File: src/rtl/decomp_pkg.sv
// Shared types and constants for the decompression controller slice.
package decomp_pkg;

  typedef enum logic [2:0] {
    IDLE,
    RD1,
    RD2,
    ISSUE,
    WAIT,
    RELEASE,
    ADV,
    FIN
  } ctrlState_t;

  localparam logic [2:0] BIT_IDX_INIT    = 3'd7;
  localparam int         DEFAULT_TIMEOUT = 1023;

endpackage

File: src/rtl/decomp_wait_timer.sv
// Clearable up-counter that saturates at LIMIT and flags the terminal count.
module decomp_wait_timer #(
  parameter int LIMIT = 1023
) (
  input  logic clk,
  input  logic RST,
  input  logic clear,
  input  logic advance,
  output logic terminal
);

  localparam int CW = (LIMIT < 1) ? 1 : $clog2(LIMIT + 1);

  logic [CW-1:0] count;

  always_ff @(posedge clk or posedge RST) begin
    if (RST) begin
      count <= '0;
    end else if (clear) begin
      count <= '0;
    end else if (advance && !terminal) begin
      count <= count + 1'b1;
    end
  end

  assign terminal = (count == CW'(LIMIT));

endmodule

File: src/rtl/decompress_controller.sv
// Walks compressed byte pairs out of source RAM and hands each pair to an
// external decompress handler, tracking the running output byte/bit position.
module decompress_controller
  import decomp_pkg::*;
#(
  parameter int SRC_AW  = 16,
  parameter int TIMEOUT = DEFAULT_TIMEOUT
) (
  input  logic              clk,
  input  logic              RST,
  input  logic              start,
  input  logic [SRC_AW-1:0] src_base,
  input  logic [15:0]       pair_cnt,
  input  logic [31:0]       dst_byte,
  output logic              mem_rd,
  output logic [SRC_AW-1:0] mem_addr,
  input  logic [7:0]        mem_rdata,
  input  logic              mem_valid,
  output logic [7:0]        hd_in1,
  output logic [7:0]        hd_in2,
  output logic [31:0]       hd_byte_idx,
  output logic [2:0]        hd_bit_idx,
  output logic              hd_work,
  input  logic              hd_done,
  input  logic [31:0]       hd_new_byte_idx,
  input  logic [2:0]        hd_new_bit_idx,
  output logic              busy,
  output logic              finished,
  output logic              error,
  output logic [15:0]       pairs_done
);

  ctrlState_t  state;
  logic [15:0] pairCnt;
  logic [31:0] newByteIdx;
  logic [2:0]  newBitIdx;
  logic        timerDone;
  logic        moreLeft;

  decomp_wait_timer #(
    .LIMIT(TIMEOUT)
  ) waitTimer (
    .clk     (clk),
    .RST     (RST),
    .clear   (state == ISSUE),
    .advance ((state == WAIT) && !hd_done),
    .terminal(timerDone)
  );

  assign moreLeft = ({1'b0, pairs_done} + 17'd1) < {1'b0, pairCnt};

  // Job parameters and handler results; only meaningful while a job is active.
  always_ff @(posedge clk) begin
    if (state == IDLE && start) begin
      pairCnt <= pair_cnt;
    end
    if (state == WAIT && hd_done) begin
      newByteIdx <= hd_new_byte_idx;
      newBitIdx  <= hd_new_bit_idx;
    end
  end

  always_ff @(posedge clk or posedge RST) begin
    if (RST) begin
      state       <= IDLE;
      mem_rd      <= 1'b0;
      mem_addr    <= '0;
      hd_in1      <= '0;
      hd_in2      <= '0;
      hd_byte_idx <= '0;
      hd_bit_idx  <= BIT_IDX_INIT;
      hd_work     <= 1'b0;
      busy        <= 1'b0;
      finished    <= 1'b0;
      error       <= 1'b0;
      pairs_done  <= '0;
    end else begin
      hd_work  <= 1'b0;
      finished <= 1'b0;
      case (state)
        IDLE: begin
          if (start) begin
            mem_addr    <= src_base;
            hd_byte_idx <= dst_byte;
            hd_bit_idx  <= BIT_IDX_INIT;
            pairs_done  <= '0;
            error       <= 1'b0;
            busy        <= 1'b1;
            if (pair_cnt == 16'd0) begin
              finished <= 1'b1;
              state    <= FIN;
            end else begin
              mem_rd <= 1'b1;
              state  <= RD1;
            end
          end
        end
        RD1: begin
          if (mem_valid) begin
            hd_in1   <= mem_rdata;
            mem_addr <= mem_addr + 1'b1;
            state    <= RD2;
          end
        end
        // hd_work is raised here so it is high for exactly the ISSUE cycle.
        RD2: begin
          if (mem_valid) begin
            hd_in2   <= mem_rdata;
            mem_addr <= mem_addr + 1'b1;
            mem_rd   <= 1'b0;
            hd_work  <= 1'b1;
            state    <= ISSUE;
          end
        end
        ISSUE: state <= WAIT;
        WAIT: begin
          if (hd_done) begin
            state <= RELEASE;
          end else if (timerDone) begin
            error <= 1'b1;
            busy  <= 1'b0;
            state <= IDLE;
          end
        end
        RELEASE: begin
          if (!hd_done) begin
            state <= ADV;
          end
        end
        ADV: begin
          hd_byte_idx <= newByteIdx;
          hd_bit_idx  <= newBitIdx;
          pairs_done  <= pairs_done + 1'b1;
          if (moreLeft) begin
            mem_rd <= 1'b1;
            state  <= RD1;
          end else begin
            finished <= 1'b1;
            state    <= FIN;
          end
        end
        FIN: begin
          busy  <= 1'b0;
          state <= IDLE;
        end
        default: state <= IDLE;
      endcase
    end
  end

endmodule

File: config.mk
export PLATFORM = sky130hd
export DESIGN_NAME = decompress_controller
export DESIGN_NICKNAME = d
export VERILOG_FILES = /design/src/rtl/decomp_pkg.sv /design/src/rtl/decomp_wait_timer.sv /design/src/rtl/decompress_controller.sv
export SDC_FILE = /design/constraint.sdc
export NUM_CORES = 1
export LEC_CHECK = 0
export CAP_MARGIN = 5
export CORE_UTILIZATION = 50
export CTS_BUF_LIST = sky130_fd_sc_hd__clkbuf_2 sky130_fd_sc_hd__clkbuf_4 sky130_fd_sc_hd__clkbuf_8
export CTS_CLUSTER_SIZE = 25
export DETAILED_ROUTE_END_ITERATION = 12
export HOLD_SLACK_MARGIN = 0.12
export PLACE_DENSITY = 0.85
export SYNTH_ARGS = -nofsm -noshare
export SYNTH_HDL_FRONTEND = slang
export SYNTH_HIERARCHICAL = 1
export SYNTH_SLANG_ARGS = --single-unit
File: constraint.sdc
create_clock -name clk -period 4.2 [get_ports clk]
set_input_delay 0.84 -clock clk [delete_from_list [all_inputs] [get_ports clk]]
set_output_delay 0.84 -clock clk [all_outputs]
set_load 0.02 [all_outputs]
# Word-level counts from Yosys, hierarchy flattened
# Cells that the tools add are included.
# word_totals
mem_bits_ro,0
ram_bits,0
latchBits,0
reg_bits,152
mem_count,0
input_bits,112
# op_classes
muxes,39
n_shift,0
magnitude_cmp,1
n_div,0
n_mul,0
add_sub_neg,4
bitwise,0
eq_ne,18
n_reduce_logical,23
# op_table
op,n
$pmux W16 S2,2
$pmux W32 S2,1
$mux W16,3
$add A16 B1 Y16 const B,2
$mux W32,1
$mux W3,9
$pmux W3 S8,1
$mux W10,2
$add A16 B1 Y17 const B,1
$lt A17 B16 Y1,1
$logic_not A16 Y1,1
$mux W1,15
$ne A2 B2 Y1 const B,7
$eq A3 B3 Y1 const B,4
$add A10 B1 Y10 const B,1
$eq A10 B10 Y1 const B,1
$reduce_and A5 Y1,2
$reduce_and A4 Y1,2
$reduce_bool A2 Y1,4
$eq A3 B2 Y1 const B,2
$pmux W1 S3,2
$pmux W3 S2,1
$reduce_and A2 Y1,3
$reduce_bool A3 Y1,2
9 further kinds,15

# Logic depth before layout (Yosys ltp)
# logic_depth
depth_word,5
depth_mapped,11

# Cells and area by module
# Netlist, hierarchy kept.
# by_module_without_submodules
module,area_each_um2,instances,cells_each
decompress_controller,6615.1,1,575
decomp_wait_timer,635.6,1,66

# Worst setup path before layout
# Ideal clock, no wire load.
# synth_timing
path_kind,reg2reg
from,register pairs_done[0]
to,register state[2]
setup_time_ps,143
n_path_buf,0
required_ps,4057
arrival_ps,2880
period_less_slack_ps,3022
path_stages_with_launch,12
path_slack_ps,1178
cell_sequence,dfrtp_1 > ha_1 > nand3_1 > nor3_1 > nand3_1 > xnor2_1 > ha_1 > a211oi_1 > or3_1 > nand3_1 > a211oi_1 > o22ai_1
# synth_via
elab_chain_len,4
# synth_rtl
item,line,rtl
"start, declared",decompress_controller.sv:30,output logic [15:0] pairs_done
"start signal, assigned",decompress_controller.sv:133,pairs_done <= pairs_done + 1'b1;
$add A16 B1 Y17,decompress_controller.sv:50,"assign moreLeft = ({1'b0, pairs_done} + 17'd1) < {1'b0, pairCnt};"
$lt A17 B16 Y1,decompress_controller.sv:50,
$mux W3,decompress_controller.sv:134,if (moreLeft) begin
$pmux W3 S8,decompress_controller.sv:80,case (state)
"end signal, assigned",decompress_controller.sv:136,state <= RD1;
"end signal, assigned",decompress_controller.sv:139,state <= FIN;
"end signal, assigned",decompress_controller.sv:144,state <= IDLE;
"end, declared",decompress_controller.sv:33,ctrlState_t state;
# Every way passes these cells.
# A chain may end at the register's enable or synchronous reset.

# Worst setup path in the final report
# Ends and elaborated chain as after synthesis.

==> impl_summary.txt <==
----------------------------------------------------
[Status]
  Run status ... finished clean

[Floorplanning]
  Core Footprint ... 13990 um^2
  Horizontal die dimension ... approximately 120 um
  Total number of placement rows ... 43
  Starting density of the core ... 51.83%
  Die Ht ... 122.4 um
  Boundary pin count ... 200
  Die outline area ... 14990 um^2

[Synth]
  Number of nets produced by synthesis ... 771
  Count of distinct cell types in the synthesized netlist ... 68
  Share of flip-flops with an asynchronous set or reset ... 66.45%
  Top-count cell post-synth ... dfrtp_1
  Flip-flop cell with the highest count after synthesis ... dfrtp_1
  Post-synth top area share ... 33.82%
  Post-synthesis average cell area ... 11.31 um^2
  Top cell types by occurrence after synthesis ... dfrtp_1, nand2_1, o21ai_0
  Sequential element share of the synthesized area ... 56.03%
  FF+latch count, synth ... 152
  Cells taking the most area after synthesis ... dfrtp_1, edfxtp_1, mux2i_1
  Synthesis Warnings ... 6
  Mapped Area ... 7251 um^2
  Cell taking the most area after synthesis ... dfrtp_1
  Instance count of the mapped netlist ... ~640
  Number of enable flip-flop cells after synthesis ... between 50 and 60

[Timing]
  Number of max-slew violations in the final report ... 0
  Accumulated negative setup slack ... 0 ns
  Tightest Pin Transition ... between 0.8 and 0.9 ns
  Number of endpoints failing setup at the final stage ... 0
  Max frequency ... 285.7 MHz
  Post-route fraction of the period consumed by the critical path ... 83.34%
  Number of failing hold endpoints at the final stage ... 0
  Setup repair after global routing missed its margin ... false
  Final setup skew ... between 0.01 and 0.015 ns
  Headroom to the max-slew limit ... 45.19%
  Crit path time final ... 3.500 ns

[Clock tree]
  Number of buffers added to fix hold violations after cts ... 0
  Sink Count ... 152
  Largest buffer count on any clock path ... 2
  Clock latency at the later pin of the worst-skew pair ... 0.45 ns
  Post-CTS setup repair buffer count ... 0
  Post-cts repair resize count ... 0
  CTS root buf ... clkbuf_8
  TritonCTS clock tree ... done
  Clock-pin transition on the worst setup and hold timing paths ... 0.08 ns
  Clock buffer count from CTS ... 17
  CTS H-tree depth ... 4

[Worst setup path]
  Critical path's top delay family ... simple AND/OR/NAND/NOR gates
  Arrival time reported for the critical path endpoint ... 3.80 ns
  Destination of the worst register-to-register timing path ... state[2]
  CP max stage cell ... nor3_1
  Setup slack of the most critical reg-to-reg path ... 0.70 ns
  CP Depth ... 11
  Kind of start point of the critical path ... register
  Crit path buf inv count ... 0
  Most common cell type on the critical path ... nand3_1
  R2r worst-path depth ... 11
  Worst reg2reg path startpoint ... pairs_done[0]
  Category of the worst setup path capture point ... register
  Max stage delay on crit path ... 0.54 ns
  Type of the worst setup path ... register to register
  Cell-by-cell listing of the critical path ... ha_1 -> nand3_1 -> nor3_1 -> nand3_1 -> xnor2_1 -> ha_1 -> a211oi_1 -> or3_1 -> nand3_1 -> a211oi_1 -> o22ai_1
  Worst endpoint required time ... 4.50 ns
  Maximum fanout along the worst path ... 8

[Drt]
  Number of remaining DRC errors ... 0
  Routed length per placed instance ... 18.35 um
  First-pass iteration count of the detailed router ... 5
  Via density ... just under 6
  Via count ... between 5000 and 6000
  Detailed-route wire length ... 18850 um
  Initial drt markers ... 547
  Antenna-violating nets left ... 0

[Placed design]
  Number of I/O port buffers ... 199
  Detailed placer's ending HPWL ... 13600 um
  Placed instance count ... 995
  GPL Wtd Cong ... 0.8904

[Layout]
  Proportion of layout cells with a drive suffix above 1 ... 9.445%
  Layout fillers ... 999
  Area growth from synthesis to layout ... 34.34%
  Net total in the final layout ... a little under 1000
  Number of diodes ... 0
  Layout Cells excl Fill ... 1027

[GRT]
  Number of global-route vias before repair ... 6121
  Wire length of the first global-routing pass ... 29970 um
  Number of antenna violations at the first check in global routing ... 0
  Pin count of the biggest net entering global routing ... 50
  Global router's overall resource usage ... approximately a quarter
  Total global routing overflow ... 0

[Min path]
  Hold path startpoint ... newByteIdx[29]
  Cell count of the worst hold path ... 2
  Hold Path Class ... register to register
  Hold EP ... hd_byte_idx[29]

[Power and ir drop]
  Leakage power figure ... about 0.0040 uW
  Pwr Density ... 636.9 nW/um^2
  Max rail drop VDD ... ~0.44 mV

[Job]
  Maximum capacitance violations ... 0

----------------------------------------------------
==> kinds of logic (layout without fill, tap and decap cells) <==
family                   Yosys count  in the layout  synth area share, %
AO/OA/AOI/OAI                    168            168                15.15
AND/OR/NAND/NOR                  177            177                12.56
XOR/XNOR                          15             15                1.812
adder cells (fa/ha/maj)           18             18                3.106
buffers and inverters             60            266                3.934
multiplexers                      51             51                7.403
flip-flops                       152            152                56.03
==> state kept, by name, summed over array words and instances, names as in the netlist, 3 cells and up <==
register and flops:
newByteIdx 32, pairCnt 16, waitTimer/count 10, hd_byte_idx 32
hd_in1 8, pairs_done 16, mem_addr 16, newBitIdx 3
state 3, hd_in2 8, hd_bit_idx 3
==> cell type report <==
cell class              instances  area (um^2)  area share (%)
clock buffers                  20        262.8           2.697
clock inverters                12        125.1           1.285
inverters                      29        111.4           1.143
multi-input cells             429         2904           29.81
flip-flops and latches        152         4063           41.71
well taps                     180        225.2           2.312
repair buffers                205         2049           21.04
==> worst register-to-register path, stage by stage (launching register included) <==
cell and delay (ns):
dfrtp_1 0.47, ha_1 0.26, nand3_1 0.29, nor3_1 0.54, nand3_1 0.23, xnor2_1 0.22
ha_1 0.28, a211oi_1 0.23, or3_1 0.13, nand3_1 0.06, a211oi_1 0.46, o22ai_1 0.17
==> power breakdown <==
group | switching [uW] | total, uW | internal [uW]
logic | 1470 | 2710 | 1240
registers | 385 | 2390 | 2010
clock network | 550 | 1100 | 554
total | 2400 | 6200 | 3800
==> layer usage <==
metal	wire length, um	vias to the layer above	track usage, %
met5	0	-	0
li1	-	2746	-
met2	9598	260	43.64
met1	7221	2917	30.89
met4	581	0	12.35
met3	1446	45	8.178
==> placed cells by master (no fill, tap or decap), types with 4 or more instances in the layout <==
| cell type | instances |
|---|---|
| o21ai_0 | 58 |
| nand3_1 | 20 |
| o22ai_1 | 12 |
| nor2_1 | 20 |
| xor2_1 | 6 |
| clkbuf_8 | 18 |
| nand4_1 | 12 |
| o21ai_1 | 9 |
| nor3_1 | 9 |
| or3_1 | 4 |
| mux2i_1 | 33 |
| nor2b_1 | 4 |
| clkdlybuf4s50_1 | 199 |
| mux2_2 | 16 |
| ha_1 | 18 |
| o22a_1 | 4 |
| buf_4 | 5 |
| xnor2_1 | 9 |
| nand2_1 | 64 |
| a41oi_1 | 4 |
| a22o_1 | 4 |
| a21oi_2 | 7 |
| inv_1 | 27 |
| a211oi_1 | 6 |
| nor4_1 | 6 |
| a2bb2oi_2 | 4 |
| dfrtp_1 | 98 |
| a31oi_1 | 6 |
| and3_1 | 9 |
| o31ai_1 | 5 |
| edfxtp_1 | 51 |
| nand2b_1 | 7 |
| a21oi_1 | 28 |
==> per-stage QoR <==
stage | hold WS (ns) | worst slack, ns | utilization (%) | area (um^2) | total power [uW]
floorplan | 0.4260 | 1.001 | - | 7251 | 3961
global route | 0.4824 | 0.4112 | 69.63 | 9741 | 6534
global placement | 0.4294 | 0.9479 | 66.86 | 9353 | 4984
finish | 0.4660 | 0.6999 | 69.63 | 9741 | 6203
detailed placement | 0.4404 | 0.7377 | 66.86 | 9353 | 5103
CTS | 0.4644 | 0.7111 | 69.63 | 9741 | 6219
==> worst max path at each step <==
stage                       start  endpoint  slack (ns)
floorplan                     RST      busy        1.00
global placement    pairs_done[0]  state[2]        0.95
detailed placement  pairs_done[0]  finished        0.74
CTS                 pairs_done[0]  finished        0.71
global route        pairs_done[0]  state[2]        0.41
finish              pairs_done[0]  state[2]        0.70
Power figures use the tool's default switching activity.
